`config.mk`:
```
export PLATFORM = sky130hd
export DESIGN_NAME = selector
export DESIGN_NICKNAME = d
export VERILOG_FILES = /design/src/rtl/selector_pkg.sv /design/src/rtl/selector_priority_onehot.sv /design/src/rtl/selector.sv
export SDC_FILE = /design/constraint.sdc
export NUM_CORES = 1
export LEC_CHECK = 0
export CAP_MARGIN = 20
export CORE_AREA = 2 2 39 41
export CTS_BUF_LIST = sky130_fd_sc_hd__clkbuf_4 sky130_fd_sc_hd__clkbuf_8
export DETAILED_ROUTE_END_ITERATION = 7
export DIE_AREA = 0 0 41 43
export GPL_TIMING_DRIVEN = 0
export HOLD_SLACK_MARGIN = 0.05
export SLEW_MARGIN = 40
export SYNTH_ARGS = -nofsm -noshare
export SYNTH_HDL_FRONTEND = slang
export SYNTH_HIERARCHICAL = 1
export SYNTH_SLANG_ARGS = --single-unit
```
`constraint.sdc`:
```
create_clock -name clk -period 1 [get_ports clk]
set_clock_uncertainty 0.1 [all_clocks]
set_input_delay 0.2 -clock clk [delete_from_list [all_inputs] [get_ports clk]]
set_output_delay 0.2 -clock clk [all_outputs]
set_load 0.01 [all_outputs]
```
`src/rtl/selector_pkg.sv`:
```
// Shared router definitions: port count, port indices and select-vector helpers
// used by every column of the 5-port crossbar.
package selector_pkg;

    localparam int unsigned NUM_PORTS = 5;

    localparam int unsigned PORT_LOCAL = 0;
    localparam int unsigned PORT_N     = 1;
    localparam int unsigned PORT_E     = 2;
    localparam int unsigned PORT_S     = 3;
    localparam int unsigned PORT_W     = 4;

    typedef logic [NUM_PORTS-1:0] sel_t;

    localparam sel_t SEL_NONE = 5'b00000;
    localparam sel_t SEL_ONE  = 5'b00001;

    // True when at most one bit of v is set; a legal crossbar select.
    function automatic logic sel_is_legal(input sel_t v);
        sel_is_legal = ((v & (v - SEL_ONE)) == SEL_NONE);
    endfunction

endpackage : selector_pkg

```
`src/rtl/selector_priority_onehot.sv`:
```
// Combinational lowest-index-wins isolator: keeps only the least significant
// set bit of the request vector (two's-complement trick).
module priority_onehot
    import selector_pkg::*;
(
    input  logic [NUM_PORTS-1:0] in,
    output logic [NUM_PORTS-1:0] out
);

    logic [NUM_PORTS-1:0] neg_s;

    // Two's complement of the request vector; AND-ing it back isolates bit 0-most.
    always_comb begin
        neg_s = (~in) + SEL_ONE;
        out   = in & neg_s;
    end

endmodule : priority_onehot

```
`src/rtl/selector.sv`:
```
// Registered crossbar-select generator for one router output port: turns the
// five arbiter grants into a flop-driven one-hot (or idle) mux select.
module selector
    import selector_pkg::*;
(
    input  logic                 clk,
    input  logic                 rst,
    input  logic                 g00,
    input  logic                 g01,
    input  logic                 g02,
    input  logic                 g03,
    input  logic                 g04,
    output logic [NUM_PORTS-1:0] select
);

    sel_t grant_s;
    sel_t onehot_s;
    sel_t select_r;

    // Gather the named grant lines into a port-indexed vector.
    always_comb begin
        grant_s             = SEL_NONE;
        grant_s[PORT_LOCAL] = g00;
        grant_s[PORT_N]     = g01;
        grant_s[PORT_E]     = g02;
        grant_s[PORT_S]     = g03;
        grant_s[PORT_W]     = g04;
    end

    // Overlapping grants are resolved here so the register never sees multi-hot.
    priority_onehot u_priority_onehot (
        .in  (grant_s),
        .out (onehot_s)
    );

    // Select register; reset dominates, otherwise grants are sampled every edge.
    always_ff @(posedge clk) begin
        if (rst) begin
            select_r <= SEL_NONE;
        end else begin
            select_r <= onehot_s;
        end
    end

    assign select = select_r;

endmodule : selector

```
### Word-level counts from Yosys, hierarchy flattened

Cells that the tools add are included.

| word-level totals | value |
|---|---|
| register bits | 5 |
| input bits | 7 |
| word-level logic and storage cells | 4 |
| output and inout port bits | 5 |

| operators by class | value |
|---|---|
| bitwise gates (word level) | 2 |
| add/subtract/negate cells | 1 |

Operators by type and width:

| kind | number |
|---|---|
| $add A5 B1 Y5 const B | 1 |
| $and A5 B5 Y5 | 1 |
| $not A5 Y5 | 1 |

### Longest topological paths before layout

Gate-level depths: netlist (run 1).

| logic depth | value |
|---|---|
| depth after elaboration | 3 |
| depth in mapped cells | 3 |
| mapped depth without buffers | 3 |

### Cells and area by module

Netlist (run 1), hierarchy kept.

By module, submodules not included:

| module | area each (µm²) | cells an instance | seq. area each (µm²) | instances |
|---|---|---|---|---|
| selector | 131.4 | 10 | 100.1 | 1 |
| priority_onehot | 55.1 | 6 | 0.0 | 1 |

### Least setup slack after synthesis (run 1)

OpenSTA, ideal clock, no wires.

| timing | value |
|---|---|
| path type | input to register |
| start point | in g03 |
| end point | reg select_r[4] (netlist: select[4]) |
| data arrival time | 563 ps |
| setup slack | 272 ps |
| stages on the path | 3 |
| required time | 835 ps |
| library setup time | 65 ps |
| buffers on the path | 0 |
| cell sequence | nand2b_1 nor4_2 nor2b_1 |

| between the ends | value |
|---|---|
| longest elaborated chain between the ends | 3 |

RTL lines:

| item | RTL line | text |
|---|---|---|
| start, declared | selector.sv:11 | `input logic g03,` |
| $not A5 Y5 | selector_priority_onehot.sv:14 | `neg_s = (~in) + SEL_ONE;` |
| $add A5 B1 Y5 | selector_priority_onehot.sv:14 |  |
| $and A5 B5 Y5 | selector_priority_onehot.sv:15 | `out = in & neg_s;` |
| net onehot_s[4] | selector.sv:17 | `sel_t onehot_s;` |
| end signal, assigned | selector.sv:41 | `select_r <= onehot_s;` |
| end, declared | selector.sv:18 | `sel_t select_r;` |

The timed path passes the listed nets, and every way through them passes these cells.
A chain may end at the register's enable or synchronous reset.

### Final worst setup path (run 1)

| timing | value |
|---|---|
| start point | reg select_r[2] (netlist: select[2]) |
| end point | out select[2] |

RTL lines:

| item | RTL line | text |
|---|---|---|
| end, declared | selector.sv:13 | `output logic [NUM_PORTS-1:0] select` |

No word-level cell between the ends.

==> metrics.cfg, run 1 <==
[worst_setup_path]
arrival_ns=0.66
worstSetupStartpoint=select[2]
end_kind=output port
cp_top_family=flip-flops
slowest_stage=dfxtp_1
max_stage_delay_ns=0.30
start_kind=register
path_cells=buf_2
critPathKind=register to output port
path_max_fanout=1
cp.buffers_inverters=1
crit_required_ns=0.70

[final_layout]
final_cell_mix=5 x nor2b_1, 5 x buf_2, 5 x dfxtp_1
antenna_cells=0
largest_reg_flops=5
drive_above_1_share_pct=48.4
fillers=160
layout.nets=39
design_area_um2=352
ff_latch_area_um2=100
area.growth.synth_to_final_pct=88.6
multi_input_area_um2=103

[job]
maxCapViolations=0

[sta]
slew_viol_final=0
setup_viol=0
rsz0062_at_grt=false
max_freq_mhz=1040
fin_crit_sh_pct=96.0
max_slew_margin_pct=81.8
final.min_clock_period_ns=0.960
fin_ws_ns=0.0401
final-hold-violation-count=0
worst_pin_slew_ns=0.273

[floorplan]
die_width_um=41
initial_core_util_pct=13.5
ios=12
core-area_um2=1380
dieHeight_um=43
die_area_um2=1760
rows=14

[drt]
vias=153
ant_nets=0
wl_met1_um=108
totalWireLength_um=346
drt_pass1_iterations=1
drcViolationCount=0
dr.first_iter.drc_count=0
viasPerCell=3.26
highest_layer=met4
met3_length_um=41
dr_wl_met2_um=182
wire_per_inst_um=7.36

[synthesis]
synth_cell_types=7
ys_seq_area_share_pct=53.7
synth_adder_area_share_pct=0
synth.cell_area_um2=186
synth_top_family_by_area=simple AND/OR/NAND/NOR gates
synth_cells=16
yosys_warnings=6
synth-compound-area-share_pct=0
syn_avg_cell_area_um2=11.7
synth-seq-cells=5
syn_nets=23
synth_xor_area_share_pct=0
synth.area.mux_share_pct=0
synth-simple-area-share_pct=42.3

[min_path]
hold_path_class=input pin to register
hold_end=select[4]
worstHoldStart=g02
hold_depth=3

[cts]
cts_max_level=1
clockBufferDepth=2
path_clk_slew_ns=0.04
root_buffer=clkbuf_4
numClockSinks=5
cts_tree=yes
postCtsHoldBufs=0
cts-buffers-inserted=3

[global_routing]
grt_start_max_net_pins=6
grt_usage_pct=4.22
overflow=0
grt_pass1_vias=144
grt_pass1_wl_um=407
antenna_found_initial=0

[outcome]
status=completed

[pwr]
powerDensity_nw_per_um2=1480
irDropWorstVdd_mv=0.247
p_leak_nw=0.172

[placed_design]
io_buffers=11
dpl_worst_slack_ns=-0.279
place_area_um2=317
gp_congestion=0.592

layout make-up:
type                    count  share of cell area, %
clock buffers               4                   8.54
plain buffers               1                   2.14
flip-flops and latches      5                   28.5
multi-input cells          10                   29.2
well taps                  16                   5.69
repair buffers             11                   26.0
synth_stat cells:
cell type	number	share of area (%)
nor4_2	1	6.7
buf_4	1	4.0
dfxtp_1	5	54
nor3b_1	1	4.0
nand2b_1	1	3.4
nor4b_2	1	8.1
nor2b_1	6	20
metal layers:
metal  up-vias  track usage, %
met1        59            2.57
met3         2               0
met4         0            10.0
met5         -               0
li1         82               -
met2        10            5.94
timing repair:
action                     in CTS  in global routing
setup endpoints to repair       8                  3
gates resized for setup        23                  5
setup buffers                   0                  0
power by group:
part	leakage [nW]	total [mW]	switching (mW)	internal, mW
clock network	0.0184	0.253	0.0760	0.177
registers	0.0409	0.207	0.00106	0.206
logic	0.113	0.0612	0.0250	0.0362
stage by stage:
stage / power, mW / setup TNS (ns) / util (%) / instances / hold WS (ns)
after detailed placement: 0.272 / -1.75 / 22.9 / 43 / 0.740
after floorplan: 0.228 / 0 / - / 16 / 0.172
final: 0.522 / 0 / 25.4 / 47 / 0.264
after CTS: 0.531 / 0 / 23.7 / 47 / 0.386
after global routing: 0.542 / 0 / 25.4 / 47 / 0.288
after global placement: 0.271 / -1.64 / 22.9 / 43 / 0.746
how the worst max path moves through the flow:
stage,endpoint,slack (ns),cells after the start
after floorplan,select[4],0.27,3
after global placement,select[3],-0.26,3
after detailed placement,select[3],-0.28,3
after CTS,select[4],0.002,3
after global routing,select[4],0.002,4
final,select[2],0.04,1
kinds of logic after synthesis:
logic type    after synthesis
buf+inv                     1
simple gates               10
flops                       5
No activity file was read; power rests on OpenSTA's default activity.
==> inputs of run 2 (changes only) <==
- CTS_CLUSTER_SIZE: unset -> 28
==> results of run 2 <==
Same layout as run 1: the final DEF is identical, and so are final timing and power.
